`src/rtl/fifo_arb_pkg.sv`:
```
// Shared types and helpers for the FIFO write-side arbiter.
// rr_pick is sized for the largest supported producer count.
package fifo_arb_pkg;

   typedef enum logic {IDLE, BURST} arb_state_t;

   localparam int unsigned DEF_DATA_W    = 32;
   localparam int unsigned DEF_MAX_BURST = 4;
   localparam int unsigned MAX_REQ       = 8;
   localparam int unsigned PICK_W        = 3;

   // First set bit of valid at or after ptr, wrapping modulo n; returns ptr on no hit.
   function automatic logic [PICK_W-1:0] rr_pick(input logic [MAX_REQ-1:0] valid,
                                                 input logic [PICK_W-1:0]  ptr,
                                                 input int unsigned        n);
      logic [PICK_W-1:0] idx;
      logic              found;
      int unsigned       k;
      idx   = ptr;
      found = 1'b0;
      for (int unsigned i = 0; i < MAX_REQ; i++) begin
         k = (32'(ptr) + i) % n;
         if (i < n && !found && valid[k[PICK_W-1:0]]) begin
            idx   = k[PICK_W-1:0];
            found = 1'b1;
         end
      end
      return idx;
   endfunction

endpackage

```
`src/rtl/fifo_wr_arbiter_rr_picker.sv`:
```
// Combinational rotating-priority picker: first valid requester at or after ptr.
module rr_picker
   import fifo_arb_pkg::*;
#(
   parameter int unsigned N_REQ = 4,
   localparam int unsigned IDX_W = $clog2(N_REQ)
) (
   input  logic [N_REQ-1:0] valid,
   input  logic [IDX_W-1:0] ptr,
   output logic             hit,
   output logic [IDX_W-1:0] idx
);

   logic [MAX_REQ-1:0] valid_ext;
   logic [PICK_W-1:0]  ptr_ext;
   logic [PICK_W-1:0]  pick;

   assign valid_ext = MAX_REQ'(valid);
   assign ptr_ext   = PICK_W'(ptr);
   assign pick      = rr_pick(valid_ext, ptr_ext, N_REQ);
   assign hit       = |valid;
   assign idx       = IDX_W'(pick);

endmodule

```
`src/rtl/fifo_wr_arbiter.sv`:
```
// Round-robin burst arbiter sharing one FIFO write port between N_REQ producers.
// Write data and enable are registered; full_in/one_p_in gate every accept.
module fifo_wr_arbiter
   import fifo_arb_pkg::*;
#(
   parameter int unsigned N_REQ     = 4,
   parameter int unsigned DATA_W    = DEF_DATA_W,
   parameter int unsigned MAX_BURST = DEF_MAX_BURST,
   localparam int unsigned IDX_W    = $clog2(N_REQ)
) (
   input  logic                    clk,
   input  logic                    rst,
   input  logic [N_REQ-1:0]        req_valid_in,
   input  logic [N_REQ*DATA_W-1:0] req_data_in,
   output logic [N_REQ-1:0]        req_ready_out,
   output logic [IDX_W-1:0]        grant_id_out,
   output logic                    busy_out,
   output logic [DATA_W-1:0]       data_to_fifo_out,
   output logic                    we_out,
   input  logic                    full_in,
   input  logic                    one_p_in
);

   localparam logic [IDX_W-1:0] LAST_ID    = IDX_W'(N_REQ - 1);
   localparam logic [3:0]       BURST_LAST = 4'(MAX_BURST - 1);

   arb_state_t        state, state_next;
   logic [IDX_W-1:0]  grant, grant_next;
   logic [IDX_W-1:0]  rr_ptr, rr_ptr_next;
   logic [IDX_W-1:0]  pick_idx;
   logic [3:0]        count, count_next;
   logic              pick_hit;
   logic              can_write;
   logic              accept;
   logic [DATA_W-1:0] grant_data;

   rr_picker #(.N_REQ(N_REQ)) u_picker (
      .valid (req_valid_in),
      .ptr   (rr_ptr),
      .hit   (pick_hit),
      .idx   (pick_idx)
   );

   // A write in flight consumes the last free place, so it blocks the next accept.
   assign can_write    = !full_in && !(we_out && one_p_in);
   assign grant_data   = req_data_in[grant*DATA_W +: DATA_W];
   assign busy_out     = (state == BURST);
   assign grant_id_out = grant;

   always_comb begin
      state_next    = state;
      grant_next    = grant;
      rr_ptr_next   = rr_ptr;
      count_next    = count;
      accept        = 1'b0;
      req_ready_out = '0;
      unique case (state)
         IDLE: begin
            if (pick_hit) begin
               state_next = BURST;
               grant_next = pick_idx;
               count_next = '0;
            end
         end
         BURST: begin
            accept               = req_valid_in[grant] && can_write && !rst;
            req_ready_out[grant] = accept;
            if (accept) begin
               count_next = count + 4'd1;
            end
            if ((accept && count == BURST_LAST) || !req_valid_in[grant]) begin
               state_next  = IDLE;
               count_next  = '0;
               rr_ptr_next = (grant == LAST_ID) ? '0 : grant + 1'b1;
            end
         end
      endcase
   end

   always_ff @(posedge clk) begin
      if (rst) begin
         state            <= IDLE;
         grant            <= '0;
         rr_ptr           <= '0;
         count            <= '0;
         we_out           <= 1'b0;
         data_to_fifo_out <= '0;
      end else begin
         state  <= state_next;
         grant  <= grant_next;
         rr_ptr <= rr_ptr_next;
         count  <= count_next;
         we_out <= accept;
         if (accept) begin
            data_to_fifo_out <= grant_data;
         end
      end
   end

endmodule
```
`config.mk`:
```
export PLATFORM = sky130hd
export DESIGN_NAME = fifo_wr_arbiter
export DESIGN_NICKNAME = d
export VERILOG_FILES = /design/src/rtl/fifo_arb_pkg.sv /design/src/rtl/fifo_wr_arbiter_rr_picker.sv /design/src/rtl/fifo_wr_arbiter.sv
export SDC_FILE = /design/constraint.sdc
export NUM_CORES = 1
export LEC_CHECK = 0
export BUFFER_PORTS_ARGS = -buffer_cell sky130_fd_sc_hd__clkbuf_2
export CAP_MARGIN = 20
export CORE_UTILIZATION = 40
export DETAILED_ROUTE_END_ITERATION = 6
export GPL_TIMING_DRIVEN = 1
export HOLD_SLACK_MARGIN = 0.05
export PLACE_DENSITY_LB_ADDON = 0.08
export SYNTH_ARGS = -nofsm -noshare
export SYNTH_HDL_FRONTEND = slang
export SYNTH_SLANG_ARGS = --single-unit
```
`constraint.sdc`:
```
create_clock -name clk -period 2.5 [get_ports clk]
set_input_delay 0.125 -clock clk [delete_from_list [all_inputs] [get_ports clk]]
set_output_delay 0.125 -clock clk [all_outputs]
set_load 0.1 [all_outputs]
```
==> results of run 1 <==
==> cells in the mapped netlist, types with 2 or more instances <==
library cell,n
and2_1,5
inv_1,5
buf_1,2
nand3_1,4
o21ai_0,8
o31ai_1,2
clkbuf_1,13
nor2_1,2
nand2_1,64
dfxtp_1,42
nor2b_1,4
ha_1,5
a21o_1,2
nor3_1,2
mux4_2,33
a21oi_1,40
buf_2,5
or4_1,2
a211o_1,2
==> cell type report <==
class,instances,area (µm²),share of cell area (%)
inverters,5,18.77,0.5274
clock buffers,7,76.32,2.145
well taps,75,93.84,2.637
repair buffers,181,980.9,27.57
multi-input cells,188,1545,43.42
flip-flops and latches,42,843.3,23.70
==> cells in the final DEF (no fill, tap or decap), drive strengths merged, types with 2 or more instances in the layout <==
cell type,count
a211o,2
a21o,2
a21oi,40
and2,5
buf,10
clkbuf,178
dfxtp,42
ha,5
inv,5
mux4,33
nand2,64
nand3,4
nor2,2
nor2b,4
nor3,2
o21ai,8
o31ai,2
or4,2
==> sequential cells by signal (all words and copies together) (netlist names) <==
name	cells
rr_ptr	2
grant_id_out	2
we_out	1
count	4
busy_out	1
data_to_fifo_out	32
==> stage by stage <==
stage | power [mW] | util (%)
after floorplan | 1.082 | -
after global placement | 1.239 | 58.47
after detailed placement | 1.246 | 58.47
after CTS | 1.660 | 59.75
after global routing | 1.719 | 59.75
final | 1.629 | 59.75
==> path summary, 6_finish.rpt <==
kind | startpoint | end | slack (ns) | depth (start not counted)
worst max register to register | grant_id_out[0] | count[1] | 0.58 | 6
worst min-delay path | req_valid_in[3] | grant_id_out[1] | 0.25 | 3
worst max-delay path | grant_id_out[0] | req_ready_out[1] | 0.30 | 5
worst min register to register | data_to_fifo_out[14] | data_to_fifo_out[14] | 0.45 | 2
==> logic make-up after synthesis <==
| family | synth area share [%] |
|---|---|
| mux | 29.76 |
| buf+inv | 4.659 |
| fa+ha+maj | 2.505 |
| flops | 33.67 |
| compound gates | 13.43 |
| simple gates | 15.98 |
==> layer usage <==
layer	part of all wire, %	wire [µm]	vias to the layer above	track usage (%)
li1	-	-	1268	-
met1	39	2682	1198	23.93
met2	52	3588	111	37.06
met3	8.0	550	5	5.056
met4	0.58	40	0	5.000
met5	0	0	-	0
==> worst min-delay path: cells and delay by family <==
| kind | cells | cell delay (ns) |
|---|---|---|
| AOI/OAI and AO/OA | 2 | 0.23 |
| buffers and inverters | 1 | 0.14 |
==> power by group through the flow <==
stage	Sequential [mW]	Clock [mW]	Combinational [mW]
2_1_floorplan	0.853	0	0.229
3_3_place_gp	0.721	0	0.518
3_5_place_dp	0.722	0	0.525
4_1_cts	0.706	0.428	0.526
5_1_grt	0.709	0.449	0.561
6_report	0.706	0.405	0.518
==> metrics.md, run 1 <==
| Metric | Value |
|---|---|
| Clock Latency Late Sink | `0.28 ns` |
| Logic pwr share | `31.8%` |
| IO Port Bufs | `175` |
| Detail Route Antenna Nets | `0` |
| Final min period | `2.200 ns` |
| Worst setup margin | `0.2998 ns` |
| Period utilization | `88.01%` |
| FILL cells | `591` |
| # hold bufs at CTS | `0` |
| Core Region | `0.005956 mm²` |
| Post-synth EDFFs | `0` |
| Startpoint Class | `register` |
| Clock Pin Slew Worst Setup and Hold Paths | `0.07 ns` |
| Avg WL per Cell | `13.78 µm` |
| Antenna cells | `0` |
| Yosys reg bits | `42` |
| HP Class | `in -> reg` |
| Peak per-stage delay on the critical path | `0.51 ns` |
| Fmax achieved | `0.4545 GHz` |
| Final hold vios | `0` |
| Cell row count | `28` |
| Area grow syn2layout | `42.48%` |
| Clock Skew | `0.004181 ns` |
| Cell count after placement | `491` |
| Vias post-DR | `2582` |
| Vias in the first global route | `2345` |
| Synth async-reset ratio | `0%` |
| Global Route Usage Sum | `20.43%` |
| Synth area leaders | `dfxtp_1 (34%), mux4_2 (30%), nand2_1 (9.6%)` |
| Pleak | `1.567 nW` |
| Crit path kind | `reg -> out` |
| First-pass GRT wire length | `10360 µm` |
| Avg Inst Size Synth | `9.717 µm²` |
| Initial Util | `41.93%` |
| Number of CTS-inserted buffers | `5` |
| Largest net degree at the start of global routing | `42` |
| I/O pins | `176` |
| MaxCap Viol Count | `0` |
| # H-tree levels | `2` |
| Clk network pwr share | `24.8%` |
| Vias/cell | `5.185` |
| Remaining routing DRC violations | `0` |
| Antenna violations before repair | `0` |
| DIE WIDTH | `81.02 µm` |
| Worst path cell trace | `mux4_2 > nand3_1 > inv_1 > and2_2 > buf_12` |
| Setup-failing EPs final | `0` |
| Worst path slowest cell | `mux4_2` |
| Top cell type's share of synthesized area | `33.67%` |
| CTS tree | `yes` |
| Area leader, netlist | `dfxtp_1` |
| Status | `complete, no violations` |
| Internal power | `1.107 mW` |
| Slew at the pin with the worst max-slew slack | `0.6746 ns` |
| Grt ovf | `0` |
| Top delay family on crit path | `multiplexers` |
| Post-route cell area | `0.003558 mm²` |
| Pwr per Cell Area | `457.8 mW/mm²` |
| Total die area | `0.006563 mm²` |
| CTS max path bufs | `2` |
| Area post-placement | `0.003482 mm²` |
| Crit path DAT | `2.08 ns` |
| Hold Slack | `0.2502 ns` |
| Post-CTS setup buffers | `0` |
| Die Ht | `81.02 µm` |
| CP bufs+invs | `2` |
| Syn. warnings | `0` |
| HPWL after detailed placement | `5263 µm` |
| Post_cts resized | `0` |
| CP Max Fanout | `24` |
| Netlist cell types | `34` |
| Final #Nets | `564` |
| Relative slew margins | `54.98%` |
| Pre-CTS WS | `0.5605 ns` |
| Syn_nets | `398` |
| Fraction of layout cells with a size suffix above 1 | `53.43%` |
| Peak VDD IR | `0.2850 mV` |
| Final Max Slew Viols | `0` |
| CTS sink count | `42` |
| CP Capture Type | `output port` |
| Register area share after synthesis | `33.67%` |
| RSZ-0062 raised after global routing | `no` |
| Part of the power in registers | `43.3%` |
| First-pass DRT Iterations | `4` |
| Global placement routability congestion | `0.8125` |
| Initial DRC Count | `69` |
| Setup TNS | `0 ns` |
| CP Data Required Time | `2.38 ns` |
| Wirelength, routed | `6862 µm` |
| Post-synthesis cell area | `0.002497 mm²` |
| Primary FF master, synth | `dfxtp_1` |
| Clock root cell | `clkbuf_8` |
| NetSw | `0.5214 mW` |
| Net Sw Frac | `32.01%` |
| Post-synthesis cell count | `257` |
| Fin cells | `498` |
No activity file was read; power rests on OpenSTA's default activity.
==> run 2, diff against run 1 <==
Settings changed: CORE_UTILIZATION 40 to 37, SKIP_CTS_REPAIR_TIMING set to 1.
Clock period 2.5 ns to 1.9 ns, I/O delays scaled along.
==> run 2 against run 1 <==
The run now ends with design-rule violations left; clock skew grew 0.0015 ns; design area grew 2.4%; clock-buffer cell count is the same; clock power grew 46%; combinational power grew 34%; largest cell class unchanged; largest power group unchanged; highest routed layer unchanged.
==> metrics.md, run 2 (synthesis gave the netlist of run 1 again) <==
| Metric | Value |
|---|---|
| Status | `finished, violations left` |
| Failing checks | `design-rule violations` |
| Clock Latency Late Sink | `0.29 ns (about the same)` |
| Peak per-stage delay on the critical path | `0.53 ns (+0.02 ns)` |
| Pleak | `1.606 nW (+2.5%)` |
| Max reg flops | `32 (unchanged)` |
| CTS max path bufs | `2 (unchanged)` |
| Vias post-DR | `2634 (+2.0%)` |
| Pre-CTS WS | `0.1536 ns (-0.4069 ns)` |
| Tot Pwr | `2.221 mW (+36%)` |
| Largest net degree at the start of global routing | `41 (-2.4%)` |
| Final #Nets | `569 (+0.89%)` |
| Pwr per Cell Area | `609.2 mW/mm² (+33%)` |
| CP Data Required Time | `1.80 ns (-0.58 ns)` |
| # H-tree levels | `2 (unchanged)` |
| Clock Skew | `0.005647 ns (+0.001466 ns)` |
| Biggest regs | `data_to_fifo_out (32), count (4)` |
| Total die area | `0.007082 mm² (+7.9%)` |
| Final Max Slew Viols | `0 (unchanged)` |
| Cell row count | `29 (+3.6%)` |
| Global Route Usage Sum | `20.88% (+0.45 points)` |
| Vias in the first global route | `2552 (+8.8%)` |
| Internal power | `1.510 mW (+36%)` |
| Fraction of layout cells with a size suffix above 1 | `55.01% (+1.6 points)` |
| Final hold vios | `0 (unchanged)` |
| Relative slew margins | `62.70% (+7.7 points)` |
| Worst path slowest cell | `mux4_2` |
| Part of the power in registers | `42.1% (-1.2 points)` |
| Worst Hold Depth | `3 (unchanged)` |
| Clock root cell | `clkbuf_8` |
| Die Ht | `84.16 µm (+3.9%)` |
| IO Port Bufs | `175 (unchanged)` |
| Avg WL per Cell | `14.16 µm (+2.8%)` |
| RSZ-0062 raised after global routing | `no` |
| Register-to-Register Path Depth | `4 (-2)` |
| R2R Path Start | `grant_id_out[0]` |
| MaxCap Viol Count | `0 (unchanged)` |
| First-pass GRT wire length | `11710 µm (+13%)` |
| Remaining routing DRC violations | `28 (+28)` |
| Crit path kind | `reg -> out` |
| Core Region | `0.006422 mm² (+7.8%)` |
| Antenna cells | `0 (unchanged)` |
| Top reg by flops | `data_to_fifo_out` |
| Logic pwr share | `31.3% (-0.5 points)` |
| Detail Route Antenna Nets | `0 (unchanged)` |
| Worst path cell trace | `mux4_2 > nand3_2 > inv_4 > and2_2 > buf_12` |
| CTS sink count | `42 (unchanged)` |
| Peak VDD IR | `0.3142 mV (+10%)` |
| Global placement routability congestion | `0.7268 (-11%)` |
| Startpoint Class | `register` |
| CP Max Fanout | `7 (-71%)` |
| HP Class | `in -> reg` |
| Initial Util | `38.89% (-3.0 points)` |
| CP startpoint | `grant_id_out[0]` |
| DIE WIDTH | `84.16 µm (+3.9%)` |
| Setup-failing EPs final | `0 (unchanged)` |
| Antenna violations before repair | `0 (unchanged)` |
| Initial DRC Count | `122 (+77%)` |
| Grt ovf | `0 (unchanged)` |
| HPWL after detailed placement | `5461 µm (+3.8%)` |
| Fmax achieved | `0.5445 GHz` |
| CTS tree | `yes` |
| Period utilization | `96.67%` |
| Wirelength, routed | `7165 µm (+4.4%)` |
| Area grow syn2layout | `45.94%` |
| Final min period | `1.837 ns` |
| CP Capture Type | `output port` |
| Commonest non-fill, non-tap cells in the layout | `clkbuf_2 (170), nand2_1 (64), a21oi_1 (40), dfxtp_1 (39), mux4_2 (33)` |
| Vias/cell | `5.206 (+0.40%)` |
| NetSw | `0.7109 mW (+36%)` |
| I/O pins | `176 (unchanged)` |
| First-pass DRT Iterations | `7 (+3)` |
| Crit path DAT | `1.74 ns (-0.34 ns)` |
| Worst setup margin | `0.06332 ns (-0.2365 ns)` |
| Clock Pin Slew Worst Setup and Hold Paths | `0.08 ns (about the same)` |
| Hold Startpoint | `req_valid_in[3]` |
| Clk network pwr share | `26.6% (+1.8 points)` |
| Net Sw Frac | `32.01% (about the same)` |
| Commonest non-fill, non-tap cell in the layout | `clkbuf_2` |
| Number of CTS-inserted buffers | `5 (unchanged)` |
| Slew at the pin with the worst max-slew slack | `0.5544 ns (-0.1202 ns)` |
-- run 2: changes by cell type in the layout (fill, tap and decap cells not counted), sizes merged --
| cell | before | now |
|---|---|---|
| buf | 10 | 16 |
| clkbuf | 178 | 177 |
| clkinv | 0 | 1 |
-- run 2: cell type report --
cell class / instances / area [µm²]
clock buffer: 7 / 86.33
clock inverter: 1 / 5.005
fill: 631 / 2778
inverter: 5 / 21.27
multi-input combinational: 188 / 1553
sequential: 42 / 849.6
tap: 77 / 96.34
timing repair buffer: 186 / 1033
-- run 2: worst max-delay path: cells and delay by family (launching register included) --
kind	cells	cell delay (ns)
muxes	1	0.53
DFF	1	0.35
and+or+nand+nor	2	0.34
buffers and inverters	2	0.22
-- run 2: power by group through the flow --
stage | combinational [mW] | clock [mW] | sequential [mW]
2_1_floorplan | 0.302 | 0 | 1.12
3_3_place_gp | 0.689 | 0 | 0.955
3_5_place_dp | 0.696 | 0 | 0.956
4_1_cts | 0.698 | 0.618 | 0.935
5_1_grt | 0.749 | 0.656 | 0.939
6_report | 0.695 | 0.591 | 0.934
-- run 2: final timing paths --
kind	endpoint	slack (ns)
setup / recovery	req_ready_out[3]	0.06
hold / removal	grant_id_out[1]	0.22
setup reg to reg	count[2]	0.13
hold reg to reg	data_to_fifo_out[21]	0.46
-- run 2: metrics by stage --
step	TNS, ns	cell area (µm²)	util [%]	hold slack (ns)	std cells
floorplan	-3.961	2515	-	0.2755	257
detailed placement	0	3537	55.07	0.4465	497
finish	0	3645	56.75	0.2161	506
global route	0	3645	56.75	0.2621	506
global placement	0	3537	55.07	0.4408	497
CTS	-0.2205	3628	56.50	0.2123	505
-- run 2: per-layer routing --
metal	vias up	track usage [%]	wire length, µm
met5	-	0	0
met4	0	6.740	113
met3	9	4.720	521
met2	111	38.38	3614
met1	1232	24.02	2915
li1	1282	-	-
